===== config.mk =====
export PLATFORM = sky130hd
export DESIGN_NAME = ram2x8_arbiter_flat
export DESIGN_NICKNAME = d
export VERILOG_FILES = /design/src/rtl/ram2x8_arbiter_pkg.sv /design/src/rtl/ram2x8_arbiter_if.sv /design/src/rtl/ram2x8_arbiter_rr_pick2.sv /design/src/rtl/ram2x8_arbiter.sv /design/src/flat_wrapper.sv
export SDC_FILE = /design/constraint.sdc
export NUM_CORES = 1
export LEC_CHECK = 0
export CAP_MARGIN = 30
export CORE_MARGIN = 2
export CORE_UTILIZATION = 45
export CTS_BUF_LIST = sky130_fd_sc_hd__clkbuf_16
export CTS_CLUSTER_DIAMETER = 60
export CTS_CLUSTER_SIZE = 10
export DETAILED_ROUTE_END_ITERATION = 6
export DONT_BUFFER_PORTS = 1
export PLACE_DENSITY = 0.6
export SLEW_MARGIN = 20
export SYNTH_ARGS = -nofsm -noshare
export SYNTH_HDL_FRONTEND = slang
export SYNTH_HIERARCHICAL = 1
export SYNTH_SLANG_ARGS = --single-unit

===== constraint.sdc =====
create_clock -name clk -period 1.8 [get_ports clk]
set_clock_uncertainty 0.05 [all_clocks]
set_input_delay 0.18 -clock clk [delete_from_list [all_inputs] [get_ports clk]]
set_output_delay 0.18 -clock clk [all_outputs]
set_load 0.02 [all_outputs]

===== src/rtl/ram2x8_arbiter_pkg.sv =====
// Shared types and constants for the two-client ram2x8 arbiter.
package ram2x8_arbiter_pkg;

   localparam int DW   = 8;
   localparam int NREQ = 2;

   typedef enum logic [1:0] {
      ST_IDLE   = 2'd0,
      ST_ACCESS = 2'd1,
      ST_DONE   = 2'd2
   } state_t;

   localparam logic RW_READ  = 1'b0;
   localparam logic RW_WRITE = 1'b1;

endpackage


===== src/rtl/ram2x8_arbiter_if.sv =====
// Client-side req/ack bus of the ram2x8 arbiter; master = requesters, slave = arbiter.
interface ram2x8_arbiter_if;
   import ram2x8_arbiter_pkg::*;

   logic [NREQ-1:0] req;
   logic [NREQ-1:0] we;
   logic [NREQ-1:0] addr;
   logic [DW-1:0]   wdata0;
   logic [DW-1:0]   wdata1;
   logic [NREQ-1:0] gnt;
   logic [NREQ-1:0] ack;
   logic [DW-1:0]   rdata;
   logic            busy;

   modport master (
      output req, we, addr, wdata0, wdata1,
      input  gnt, ack, rdata, busy
   );

   modport slave (
      input  req, we, addr, wdata0, wdata1,
      output gnt, ack, rdata, busy
   );

endinterface


===== src/rtl/ram2x8_arbiter_rr_pick2.sv =====
// Two-way winner select. Default: round-robin on ties using last.
// Build option ARB_FIXED_PRIO_EN: requester 0 always wins ties, last ignored.
module rr_pick2 (
   input  logic [1:0] req,
   input  logic       last,
   output logic       win,
   output logic       valid
);

   assign valid = |req;

`ifdef ARB_FIXED_PRIO_EN
   assign win = ~req[0];
`else
   // On a tie the requester that did not go last wins.
   assign win = (req == 2'b11) ? ~last : req[1];
`endif

endmodule


===== src/rtl/ram2x8_arbiter.sv =====
// Sequencer sharing one ram2x8 between two requesters, one word per 3-cycle transaction.
//  state     | meaning
//  ST_IDLE   | waiting for a request; winner chosen and RAM pins loaded on exit
//  ST_ACCESS | RAM pins held; write commits or read data captured on exit
//  ST_DONE   | ack pulse to the winner; grant released and last updated on exit
module ram2x8_arbiter
   import ram2x8_arbiter_pkg::*;
(
   input  logic            clk,
   input  logic            clear,
   ram2x8_arbiter_if.slave bus,
   output logic            ram_rw,
   output logic            ram_addr,
   output logic [DW-1:0]   ram_din,
   input  logic [DW-1:0]   ram_dout
);

   state_t          state_q, state_d;
   logic [NREQ-1:0] gnt_q, gnt_d;
   logic [NREQ-1:0] ack_q, ack_d;
   logic [DW-1:0]   rdata_q, rdata_d;
   logic            ram_rw_q, ram_rw_d;
   logic            ram_addr_q, ram_addr_d;
   logic [DW-1:0]   ram_din_q, ram_din_d;
   logic            last_q, last_d;
   logic            win_q, win_d;
   logic            pick_win, pick_vld;

   rr_pick2 u_pick (
      .req   (bus.req),
      .last  (last_q),
      .win   (pick_win),
      .valid (pick_vld)
   );

   always_ff @(posedge clk or negedge clear) begin
      if (!clear) begin
         state_q    <= ST_IDLE;
         gnt_q      <= '0;
         ack_q      <= '0;
         rdata_q    <= '0;
         ram_rw_q   <= RW_READ;
         ram_addr_q <= 1'b0;
         ram_din_q  <= '0;
         last_q     <= 1'b1;
         win_q      <= 1'b0;
      end else begin
         state_q    <= state_d;
         gnt_q      <= gnt_d;
         ack_q      <= ack_d;
         rdata_q    <= rdata_d;
         ram_rw_q   <= ram_rw_d;
         ram_addr_q <= ram_addr_d;
         ram_din_q  <= ram_din_d;
         last_q     <= last_d;
         win_q      <= win_d;
      end
   end

   always_comb begin
      state_d    = state_q;
      gnt_d      = gnt_q;
      ack_d      = '0;
      rdata_d    = rdata_q;
      ram_rw_d   = ram_rw_q;
      ram_addr_d = ram_addr_q;
      ram_din_d  = ram_din_q;
      last_d     = last_q;
      win_d      = win_q;
      case (state_q)
         ST_IDLE: begin
            if (pick_vld) begin
               state_d    = ST_ACCESS;
               win_d      = pick_win;
               gnt_d      = pick_win ? 2'b10 : 2'b01;
               ram_addr_d = bus.addr[pick_win];
               ram_din_d  = pick_win ? bus.wdata1 : bus.wdata0;
               ram_rw_d   = bus.we[pick_win] ? RW_WRITE : RW_READ;
            end
         end
         ST_ACCESS: begin
            state_d      = ST_DONE;
            if (ram_rw_q == RW_READ) rdata_d = ram_dout;
            ram_rw_d     = RW_READ;
            ack_d[win_q] = 1'b1;
         end
         ST_DONE: begin
            state_d = ST_IDLE;
            gnt_d   = '0;
            last_d  = win_q;
         end
         default: state_d = ST_IDLE;
      endcase
   end

   assign bus.gnt   = gnt_q;
   assign bus.ack   = ack_q;
   assign bus.rdata = rdata_q;
   assign bus.busy  = (state_q != ST_IDLE);
   assign ram_rw    = ram_rw_q;
   assign ram_addr  = ram_addr_q;
   assign ram_din   = ram_din_q;

endmodule

===== src/flat_wrapper.sv =====
// flat-port wrapper written by rule: the top's interface ports become plain ports
module ram2x8_arbiter_flat import ram2x8_arbiter_pkg::*;
  (clk, clear, ram_rw, ram_addr, ram_din, ram_dout, bus_req, bus_we, bus_addr, bus_wdata0, bus_wdata1, bus_gnt, bus_ack, bus_rdata, bus_busy);
  ram2x8_arbiter_if bus_i ();
  input  logic clk;
  input  logic clear;
  output logic ram_rw;
  output logic ram_addr;
  output logic [DW-1:0] ram_din;
  input  logic [DW-1:0] ram_dout;
  input wire logic [$bits(bus_i.req)-1:0] bus_req;
  input wire logic [$bits(bus_i.we)-1:0] bus_we;
  input wire logic [$bits(bus_i.addr)-1:0] bus_addr;
  input wire logic [$bits(bus_i.wdata0)-1:0] bus_wdata0;
  input wire logic [$bits(bus_i.wdata1)-1:0] bus_wdata1;
  output wire logic [$bits(bus_i.gnt)-1:0] bus_gnt;
  output wire logic [$bits(bus_i.ack)-1:0] bus_ack;
  output wire logic [$bits(bus_i.rdata)-1:0] bus_rdata;
  output wire logic [$bits(bus_i.busy)-1:0] bus_busy;
  assign bus_i.req = bus_req;
  assign bus_i.we = bus_we;
  assign bus_i.addr = bus_addr;
  assign bus_i.wdata0 = bus_wdata0;
  assign bus_i.wdata1 = bus_wdata1;
  assign bus_gnt = bus_i.gnt;
  assign bus_ack = bus_i.ack;
  assign bus_rdata = bus_i.rdata;
  assign bus_busy = bus_i.busy;
  ram2x8_arbiter u_core (.clk(clk), .clear(clear), .bus(bus_i), .ram_rw(ram_rw), .ram_addr(ram_addr), .ram_din(ram_din), .ram_dout(ram_dout));
endmodule

==> impl_metrics.env <==
export IMPL_fin_nets=129
export IMPL_synth_avg_cell_area_um2=12.3
export IMPL_cts_tree="yes"
export IMPL_postSynthCellCount=89
export IMPL_reg2reg_slack_ns=0.43
export IMPL_synth_compound_area_share_pct=8.57
export IMPL_rows=17
export IMPL_synthAdderAreaFrac_pct=0
export IMPL_maxSlewHeadroom_pct=75.0
export IMPL_yosys_warnings=6
export IMPL_crit_path_top_delay_cell="dfrtp_1"
export IMPL_synth_top_family_by_area="multiplexers"
export IMPL_die_h_um=53.3
export IMPL_finalMaxSlewViolations=0
export IMPL_cts_max_level=1
export IMPL_ys_seq_area_share_pct=59.5
export IMPL_cpPeakStageDelay_ns=0.49
export IMPL_drive_gt1_share_pct=19.8
export IMPL_rsz0062_at_grt="false"
export IMPL_wl_per_cell_um=16.0
export IMPL_via_count=678
export IMPL_p_leak_nw=0.581
export IMPL_vias_per_cell=5.47
export IMPL_whs_ns=0.0120
export IMPL_finalCriticalPeriod_ns=1.39
export IMPL_utilization_pct=56.8
export IMPL_maxCapViolations=0
export IMPL_worstRegToRegCells=4
export IMPL_cts_resized=0
export IMPL_drc=0
export IMPL_ys_types=20
export IMPL_power_density_nw_per_um2=2050
export IMPL_antenna_left=0
export IMPL_antennaDiodeCount=0
export IMPL_synthTopCellsByArea="dfrtp_1, mux2i_1, mux2_2"
export IMPL_timing_rr_start="u_core/last_q$_DFFE_PN1N_"
export IMPL_gp_congestion=0.760
export IMPL_synthSimpleGateAreaFrac_pct=11.4
export IMPL_place_area_um2=1130
export IMPL_antenna_found_initial=0
export IMPL_grt_use_total_pct=15.1
export IMPL_setup_viol_count_final=0
export IMPL_dr_pass1_iters=3
export IMPL_rr_endpoint="u_core/ram_din[2]$_DFFE_PN0P_"
export IMPL_worst_ep_required_time_ns=1.57
export IMPL_path_max_fanout=8
export IMPL_status="finished, final reports clean"
export IMPL_nFillCells=191
export IMPL_clock_path_buffers=2
export IMPL_grt_max_degree=27
export IMPL_dp_hpwl_um=1460
export IMPL_fin_setup_tns_ns=0
export IMPL_netlist_area_leader_share_pct=57.1
export IMPL_initialDrtViolationCount=2
export IMPL_timing_final_crit_share_pct=77.0
export IMPL_synth_area_mux_share_pct=17.5
export IMPL_final_common_cell="dfrtp_1"
export IMPL_layout_common_cells="dfrtp_1, nor2_1, mux2i_1, a21oi_1, mux2_2"
export IMPL_port_buffers=0
export IMPL_hold_viol=0
export IMPL_syn2layout_area_growth_pct=16.9
export IMPL_fin_area_um2=1280
export IMPL_cp_start_kind="flop"
export IMPL_cts_sinks=26
export IMPL_cts_buffers_inserted=3
export IMPL_hold_path_depth=1
export IMPL_path_buf_inv=0
export IMPL_fp_coreArea_um2=2250
export IMPL_cp_arrival_ns=1.16
export IMPL_hold_end="u_core/bus.rdata[7]$_DFFE_PN0P_"
export IMPL_syn_area_um2=1090
export IMPL_cpLargestDelayFamily="flip-flops"
export IMPL_max_freq_mhz=721
export IMPL_grt_pass1_wl_um=2880
export IMPL_initial_core_util_pct=48.6
export IMPL_wirelength_um=1980
export IMPL_synth_seq_cells=26
export IMPL_synthXorXnorAreaFrac_pct=0
export IMPL_die_area_um2=2840
export IMPL_crit_type="reg2out"
export IMPL_crit_chain="or2_2"
export IMPL_ios=55
export IMPL_cts_root_buf="clkbuf_16"
export IMPL_clk_pin_slew_worst_paths_ns=0.06
export IMPL_cp_end_kind="output port"
export IMPL_peakVddDrop_v=0.00121
export IMPL_min_from="ram_dout[7]"
export IMPL_grt_overflow=0
export IMPL_tightest_slew_ns=0.375
export IMPL_insertion_delay_ns=0.25
export IMPL_synth_area_leader_cell="dfrtp_1"
export IMPL_startpoint="u_core/state_q[0]$_DFFE_PN0P_"
export IMPL_crit_cells=1
export IMPL_hp_class="in2reg"
export IMPL_die_w_um=53.3
export IMPL_syn_nets=121
export IMPL_finalPower_mw=2.62
export IMPL_grt_pass1_vias=675
==> cell families (layout without fill, tap and decap cells) <==
| group | after synthesis | count (layout) |
|---|---|---|
| buffers and inverters | 7 | 14 |
| and+or+nand+nor | 21 | 21 |
| DFF | 26 | 26 |
| muxes | 18 | 18 |
| AOI/OAI and AO/OA | 17 | 17 |
==> cells in the mapped netlist <==
library cell / n
dfrtp_1: 25
nor2_1: 12
a21oi_1: 9
mux2i_1: 9
mux2_2: 6
o21ai_0: 5
inv_1: 4
nand2_1: 4
mux2_1: 3
buf_2: 2
a21boi_1: 1
buf_4: 1
dfstp_2: 1
nand2b_4: 1
nor2_8: 1
nor3b_4: 1
o31ai_1: 1
o41ai_1: 1
or2_1: 1
or2_2: 1
==> through the flow <==
step / setup slack, ns / cells
2_1_floorplan: 0.498 / 89
3_3_place_gp: 0.406 / 117
6_report: 0.413 / 124
4_1_cts: 0.413 / 123
3_5_place_dp: 0.421 / 117
5_1_grt: 0.329 / 124
==> metal layers <==
layer	routed length (µm)	GRT usage [%]	vias to the layer above
met5	0	0	-
met4	51	12.4	0
met3	196	6.50	6
met2	977	23.9	34
met1	756	15.2	315
li1	-	-	323
==> worst reg2reg max path, stage by stage (launching register included) <==
cell and delay (ns):
dfstp_2 0.36, a21boi_1 0.31, buf_4 0.24, mux2i_1 0.21, a21oi_1 0.09
==> worst max-delay path by stage <==
stage | endpoint | slack [ns]
after global routing | u_core/ram_din[6]$_DFFE_PN0P_ | 0.33
after global placement | u_core/ram_din[6]$_DFFE_PN0P_ | 0.41
final | bus_busy | 0.41
after detailed placement | u_core/bus.rdata[3]$_DFFE_PN0P_ | 0.42
after CTS | u_core/bus.rdata[3]$_DFFE_PN0P_ | 0.41
after floorplan | u_core/ram_addr$_DFFE_PN0P_ | 0.50
==> where the power goes <==
group | internal [mW] | leakage, nW | switching, mW
combinational | 0.293 | 0.224 | 0.310
sequential | 0.871 | 0.306 | 0.520
clock | 0.442 | 0.0511 | 0.188
==> flip-flops by register name (all words and copies together) (netlist names) <==
register	count
u_core/ram_addr	1
u_core/ram_rw	1
u_core/bus.ack	2
u_core/win_q	1
u_core/ram_din	8
u_core/bus.rdata	8
u_core/state_q	2
u_core/last_q	1
u_core/bus.gnt	2
==> repair_timing <==
item | CTS | global route
hold buffers | 2 | 1
setup endpoints to repair | 0 | 0
endpoints found under the hold margin | 26 | 1
setup buffers | 0 | 0
==> cell type report <==
class	instances	area (µm²)	area share [%]
timing repair buffer	6	62.6	4.89
clock inverter	1	30.0	2.35
tap	28	35.0	2.74
inverter	4	15.0	1.17
clock buffer	3	75.1	5.87
multi-input combinational	56	410	32.1
sequential	26	652	50.9
(Power assumes the default switching activity.)
